--- config.mk ---
export PLATFORM = sky130hd
export DESIGN_NAME = regfile_2r1w
export DESIGN_NICKNAME = d
export VERILOG_FILES = /design/src/rtl/regfile_pkg.sv /design/src/rtl/regfile_clr_seq.sv /design/src/rtl/regfile_2r1w.sv
export SDC_FILE = /design/constraint.sdc
export NUM_CORES = 2
export LEC_CHECK = 0
export ABC_AREA = 1
export CORE_MARGIN = 8
export CORE_UTILIZATION = 30
export DETAILED_ROUTE_END_ITERATION = 6
export HOLD_SLACK_MARGIN = 0.03
export REMOVE_ABC_BUFFERS = 1
export SETUP_SLACK_MARGIN = 0.05
export SLEW_MARGIN = 20
export SYNTH_ARGS = -nofsm -noshare
export SYNTH_HDL_FRONTEND = slang
export SYNTH_SLANG_ARGS = --single-unit
--- constraint.sdc ---
create_clock -name clk -period 5.22 [get_ports clk]
set_input_delay 0.522 -clock clk [delete_from_list [all_inputs] [get_ports clk]]
set_output_delay 0.522 -clock clk [all_outputs]
set_load 0.02 [all_outputs]
--- src/rtl/regfile_pkg.sv ---
// Shared types and default sizes for the integer register file.
package regfile_pkg;

  localparam int unsigned XLEN_DEF = 32;
  localparam int unsigned NREG_DEF = 32;
  localparam int unsigned AW_DEF   = 5;

  typedef enum logic {
    IDLE  = 1'b0,
    CLEAR = 1'b1
  } clr_state_e;

endpackage

--- src/rtl/regfile_clr_seq.sv ---
// Clear sequencer: walks registers 1..NREG-1 once per clr_req, one per cycle.
module regfile_clr_seq
  import regfile_pkg::*;
#(
  parameter int unsigned NREG = NREG_DEF,
  parameter int unsigned AW   = AW_DEF
) (
  input  logic          clk,
  input  logic          rst_n,
  input  logic          clr_req,
  output logic          clr_busy,
  output logic          clr_we,
  output logic [AW-1:0] clr_addr
);

  localparam logic [AW-1:0] LAST_ADDR = AW'(NREG - 1);

  clr_state_e    state_q, state_d;
  logic [AW-1:0] cnt_q, cnt_d;

  always_ff @(posedge clk or negedge rst_n) begin
    if (!rst_n) begin
      state_q <= IDLE;
      cnt_q   <= '0;
    end else begin
      state_q <= state_d;
      cnt_q   <= cnt_d;
    end
  end

  // Counter holds at LAST_ADDR on exit so it never wraps.
  always_comb begin
    state_d = state_q;
    cnt_d   = cnt_q;
    unique case (state_q)
      IDLE: begin
        if (clr_req) begin
          state_d = CLEAR;
          cnt_d   = AW'(1);
        end
      end
      CLEAR: begin
        if (cnt_q == LAST_ADDR) begin
          state_d = IDLE;
        end else begin
          cnt_d = cnt_q + AW'(1);
        end
      end
      default: begin
        state_d = IDLE;
        cnt_d   = '0;
      end
    endcase
  end

  assign clr_busy = (state_q == CLEAR);
  assign clr_we   = (state_q == CLEAR);
  assign clr_addr = cnt_q;

endmodule

--- src/rtl/regfile_2r1w.sv ---
// Integer register file: 2 combinational reads, 1 synchronous write, x0 = 0,
// optional write-to-read bypass and an in-band clear sequencer.
module regfile_2r1w
  import regfile_pkg::*;
#(
  parameter int unsigned     XLEN   = XLEN_DEF,
  parameter int unsigned     NREG   = NREG_DEF,
  parameter int unsigned     AW     = AW_DEF,
  parameter logic [XLEN-1:0] INIVAL = '0,
  parameter bit              BYPASS = 1'b1
) (
  input  logic            clk,
  input  logic            rst_n,
  input  logic            we,
  input  logic [AW-1:0]   waddr,
  input  logic [XLEN-1:0] wdata,
  input  logic [AW-1:0]   raddr1,
  output logic [XLEN-1:0] rdata1,
  input  logic [AW-1:0]   raddr2,
  output logic [XLEN-1:0] rdata2,
  input  logic            clr_req,
  output logic            clr_busy
);

  logic [XLEN-1:0] regs_q [1:NREG-1];

  logic            clr_we;
  logic [AW-1:0]   clr_addr;
  logic            wr_en;
  logic [AW-1:0]   wr_addr;
  logic [XLEN-1:0] wr_data;
  logic            user_wr_ok;
  logic            byp_ok;

  regfile_clr_seq #(
    .NREG (NREG),
    .AW   (AW)
  ) u_clr_seq (
    .clk      (clk),
    .rst_n    (rst_n),
    .clr_req  (clr_req),
    .clr_busy (clr_busy),
    .clr_we   (clr_we),
    .clr_addr (clr_addr)
  );

  function automatic logic addr_valid(input logic [AW-1:0] a);
    return (a != '0) && (32'(a) < NREG);
  endfunction

  assign user_wr_ok = we && !clr_busy && addr_valid(waddr);
  assign byp_ok     = BYPASS && we && !clr_busy;

  // The clear sequencer owns the write port while busy; user writes are dropped.
  always_comb begin
    wr_en   = 1'b0;
    wr_addr = '0;
    wr_data = '0;
    if (clr_we) begin
      wr_en   = 1'b1;
      wr_addr = clr_addr;
      wr_data = INIVAL;
    end else if (user_wr_ok) begin
      wr_en   = 1'b1;
      wr_addr = waddr;
      wr_data = wdata;
    end
  end

  always_ff @(posedge clk or negedge rst_n) begin
    if (!rst_n) begin
      for (int unsigned i = 1; i < NREG; i++) begin
        regs_q[i] <= INIVAL;
      end
    end else if (wr_en) begin
      regs_q[wr_addr] <= wr_data;
    end
  end

  always_comb begin
    rdata1 = '0;
    if (addr_valid(raddr1)) begin
      if (byp_ok && (waddr == raddr1)) begin
        rdata1 = wdata;
      end else begin
        rdata1 = regs_q[raddr1];
      end
    end
  end

  always_comb begin
    rdata2 = '0;
    if (addr_valid(raddr2)) begin
      if (byp_ok && (waddr == raddr2)) begin
        rdata2 = wdata;
      end else begin
        rdata2 = regs_q[raddr2];
      end
    end
  end

endmodule

### Yosys cells after proc, flatten, opt, wreduce, memory -nomap -nowiden

Index checks and enable logic that the tools add are counted.

* bits in registers: 998
* output and inout port bits: 65
* logic and storage cells: 82

* order comparisons: 4
* eq/ne operators: 5
* $add $sub $neg: 1
* bitwise operators: 4
* mux-type cells: 25
* reduce and logical (&&, ||, !) cells: 10

Operator list (count)
* 992-bit bitwise mux: 1
* 32-bit 2-to-1 mux: 11
* 32-bit binary-select mux with 5-bit select: 2
* 32-bit demux with 5-bit select: 1
* 5-bit 2-to-1 mux: 4
* 6-bit greater-or-equal comparator, second input constant: 3
* 5-bit NOT with 6-bit output: 3
* 5-bit nonzero test: 3
* 5-bit == test: 2
* 5-bit one-hot mux with 2 select lines: 1
* 6-bit by 1-bit < comparator with 1-bit output, second input constant: 1
* 5-bit by 1-bit adder with 5-bit output, second input constant: 1
* 5-bit == test, second input constant: 1
* 1-bit logical AND: 5
* 1-bit 2-to-1 mux: 4
* 2-bit inequality test, second input constant: 2
* 1-bit one-hot mux with 2 select lines: 1
* 2-bit AND reduction: 1
* 1-bit logical NOT: 1
* 1-bit NOT: 1

### Longest topological paths before layout

* depth in word-level cells: 11
* mapped depth: 14

### Modules after synthesis

From an unflattened synthesis, not the netlist that was laid out.

* cell total of the unflattened synthesis: 9420
* area, all modules: 59925.0 um2

By module, submodules not included
* regfile_2r1w: area an instance 59612.2 um2, instances 1, cells an instance 9382
* regfile_clr_seq: area an instance 312.8 um2, instances 1, cells an instance 38

### Least setup slack after synthesis

OpenSTA, ideal clock, no wires.

* path type: input-to-output
* start point: in raddr1[0]
* end point: out rdata1[14]
* arrival: 1.904 ns
* setup slack: 2.794 ns
* stages: 13
* cells stage by stage: buf_2 -> inv_1 -> buf_2 -> clkbuf_1 -> buf_2 -> nand2_1 -> nand3_1 -> nand3_1 -> nand3_1 -> nand2_1 -> nand3_1 -> nand2_1 -> inv_1

* word-level cells in the longest chain between the ends: 6
* elaborated cells on any way between the ends: 9
* those cells by class: eq/ne (1); mux (5); bitwise (1); reduce/logical (2)

RTL lines
* from (decl): RTL line regfile_2r1w.sv:17 `input logic [AW-1:0] raddr1,`
* 5-bit NOT with 6-bit output (not written as such): RTL line regfile_2r1w.sv:86 `rdata1 = regs_q[raddr1];`
* 32-bit binary-select mux with 5-bit select: RTL line regfile_2r1w.sv:86
* 32-bit 2-to-1 mux (not written as such) (2 in a row): RTL line regfile_2r1w.sv:86
* 32-bit 2-to-1 mux: RTL line regfile_2r1w.sv:83 `if (byp_ok && (waddr == raddr1)) begin`
* 32-bit 2-to-1 mux (*): RTL line regfile_2r1w.sv:82 `if (addr_valid(raddr1)) begin`
* to (decl): RTL line regfile_2r1w.sv:18 `output logic [XLEN-1:0] rdata1,`

Every way passes the cells marked *; elsewhere a longest branch is shown, timed or not. The select of a mux whose other input is x is not followed.

### Worst setup path in the final report

* start point: in raddr1[0]
* end point: out rdata1[21]

The elaborated chain is that of the path after synthesis.

==> summary.txt <==
Synth
  – Synthesized instance count: 9551
  – Synth warnings: 0
  – Yosys cell types: 31
  – Synth async-reset ratio: 100%
  – Seq cells post-synth: 998
  – Mapped Avg Cell Area: 6.28 um^2
  – Post-synth EDFFs: 0
  – Cell Area, Synth: 60000 um^2
  – Most frequently used flop master after synthesis: dfrtp_1
  – Seq/Total Area, Yosys: 41.6%

CTS
  – TritonCTS clock tree: yes
  – CTS Root Cell: clkbuf_16
  – Clk_lat worst skew: 780 ps
  – Num CTS Buffers: 113
  – Post-CTS setup buffers: 0
  – Num Clock Sinks: 998
  – CTS H-tree lvls: 3
  – Longest Clk Path Bufs: 3
  – Clock Pin Slew Worst Setup and Hold Paths: 70 ps
  – Post-CTS sizing: 0

Critical path
  – CP Buf/Inv Count: 5
  – Worst Path Arrival: 3900 ps
  – Reg2reg path depth: 9
  – Critical path depth: 12
  – Critical Path Source Type: input pin
  – Critical path cell sequence: buf_8, inv_8, nor2_4, buf_4, nand2_1, nand3_1, nand3_1, nand2_1, nand3_1, nand2_1, inv_1, clkdlybuf4s50_1
  – Setup Crit Path Kind: input pin to output pin
  – Crit-path max FO: 80
  – CP required: 4700 ps
  – Slowest stage delay, CP: 660 ps
  – Critical-path top delay cell: buf_4
  – Crit path max-delay family: buffers and inverters
  – CP Capture Type: output pin

Routing
  – # DRC: 8
  – Detail Route Antenna Nets: 0
  – Vias/cell: 5.36
  – DR vias: 64661
  – DR iter-0 viols: 10175
  – Drt pass-1 iters: 7
  – Post-DR wirelength/cell: 23.1 um
  – Total Routed Length: 278 mm

GRT
  – Largest net degree at the start of global routing: 146
  – Total GRT Usage: 24.7%
  – Total grt overflow: 0
  – Vias in the first global route: 61868
  – First-pass GRT wire length: 406 mm
  – Initial antenna violation count: 8

Power
  – Comb power frac: 30.4%
  – Pwr dens: 378 nW/um^2
  – Net Sw Frac: 39.5%
  – Switching pwr: 10.2 mW
  – Max VDD drop: 0.382 mV
  – Int Pwr: 15.5 mW
  – Register share of total power: 36.4%
  – Power Total: 25.7 mW
  – Pleak: 34.8 nW
  – Clock power share: 33.3%

Timing
  – Setup violations, final: 0
  – Actual slew at the worst max-slew pin: 1300 ps
  – Skew final: 33.4 ps
  – Slew HR: 13.6%
  – Min Tclk post-route: 4420 ps
  – Fin Setup TNS: 0 ps
  – Max Freq: 226 MHz
  – Crit share post-route: 84.7%
  – Final hold slack: 371 ps
  – Fin. Hold Viols: 0
  – Worst setup margin: 800 ps
  – Pins Over Slew Limit: 0
  – RSZ-0062 raised after global routing: false

Final layout
  – Nets@finish: 9357
  – Commonest non-fill, non-tap cells in the layout: 4425 x nand2_1, 1192 x nand3_1, 998 x dfrtp_1
  – Final std cells w/o fill: 12054
  – Area Overhead vs Synth: 13.4%
  – Share of post-route cells with drive strength above 1: 5.49%
  – Most common cell after layout, fill and taps aside: nand2_1

Floorplan
  – Die X: 463 um
  – Ports: 116
  – Die Height: 463 um
  – Initial Util: 30.1%
  – Rows: 164
  – Die Area: 215000 um^2
  – CORE AREA: 199000 um^2

Outcome
  – Status: finished, violations left
  – Failing checks: design-rule violations

Job
  – Max-cap violations: 0

Placement
  – Port bufs: 115
  – DP Wirelength: 155 mm
  – Gpl congestion: 0.913
  – Post-Place Cells: 11843
  – DP Worst Slack: 940 ps

Worst hold path
  – Hold Path Class: input pin to asynchronous set/reset pin
-- cells by family after synthesis --
| logic type | after synthesis | share of synthesized area (%) |
|---|---|---|
| simple gates | 6329 | 42.4 |
| buf+inv | 1483 | 9.69 |
| flops | 998 | 41.6 |
| compound gates | 734 | 6.16 |
| xor+xnor | 5 | 0.0730 |
| fa+ha+maj | 2 | 0.0417 |
-- flip-flops by register name, indices dropped and copies added (netlist names) --
signal,flops
u_clr_seq.clr_addr,5
regs_q,992
u_clr_seq.clr_busy,1
-- cells in the mapped netlist, types with 2 or more instances --
cell type	number	area share [%]
buf_1	59	0.37
nor2_4	6	0.11
inv_4	2	0.021
a21oi_1	277	2.3
o22ai_1	2	0.021
nor4_1	2	0.021
inv_1	791	4.9
nand2_2	14	0.15
nor2_1	636	4.0
o21ai_0	269	2.2
nand3_2	4	0.067
ha_1	2	0.042
dfrtp_1	998	42
nand2_1	4443	28
or2_2	18	0.19
inv_2	15	0.094
clkbuf_1	423	2.6
nor2_2	10	0.10
clkinv_1	4	0.025
clkbuf_2	3	0.025
buf_2	184	1.5
o21ai_1	184	1.5
nand3_1	1194	10
xor2_1	4	0.058
-- routing by layer --
layer,GRT usage (%),part of all wire [%],vias to the layer above
li1,-,-,28876
met1,32.1,39,30374
met2,37.0,42,4398
met3,6.59,12,1009
met4,14.0,6.6,4
met5,0.290,0.031,-
-- final timing paths --
| path | from | end | slack, ps |
|---|---|---|---|
| min | rst_n | regs_q[965] | 370 |
| min reg2reg | regs_q[814] | regs_q[814] | 470 |
| max reg2reg | u_clr_seq.clr_busy | regs_q[970] | 1730 |
| max | raddr1[0] | rdata1[21] | 800 |
| max in group asynchronous | rst_n | regs_q[719] | 3510 |
| min in group clk | regs_q[814] | regs_q[814] | 470 |
-- area by class of cell --
type                       count  area, um^2
sequential                   998       25000
fill                       21219      131000
clock buffer                 166        3360
multi-input combinational   7070       29600
antenna                        3        7.51
tap                         2656        3320
timing repair buffer         309        3180
inverter                     812        3080
clock inverter                40         544
-- through the flow --
step	utilization (%)	instance area (um^2)
5_1_grt	34.1	68000
3_3_place_gp	32.2	64100
3_5_place_dp	32.2	64100
2_1_floorplan	-	57200
6_report	34.1	68000
4_1_cts	34.1	68000
-- power by group through the flow --
stage                     clock network, mW  logic, mW  registers [mW]
after floorplan                           0       3.92            9.30
after global routing                   8.88       8.29            9.45
after global placement                    0       7.42            9.41
final                                  8.55       7.80            9.34
after detailed placement                  0       7.53            9.44
after CTS                              8.62       7.55            9.31
-- timing repair --
| action | in CTS | in global routing |
|---|---|---|
| setup endpoints to repair | 0 | 0 |
| hold endpoints to repair | 62 | 0 |
| hold buffers | 1 | 0 |
(Power assumes the default switching activity.)
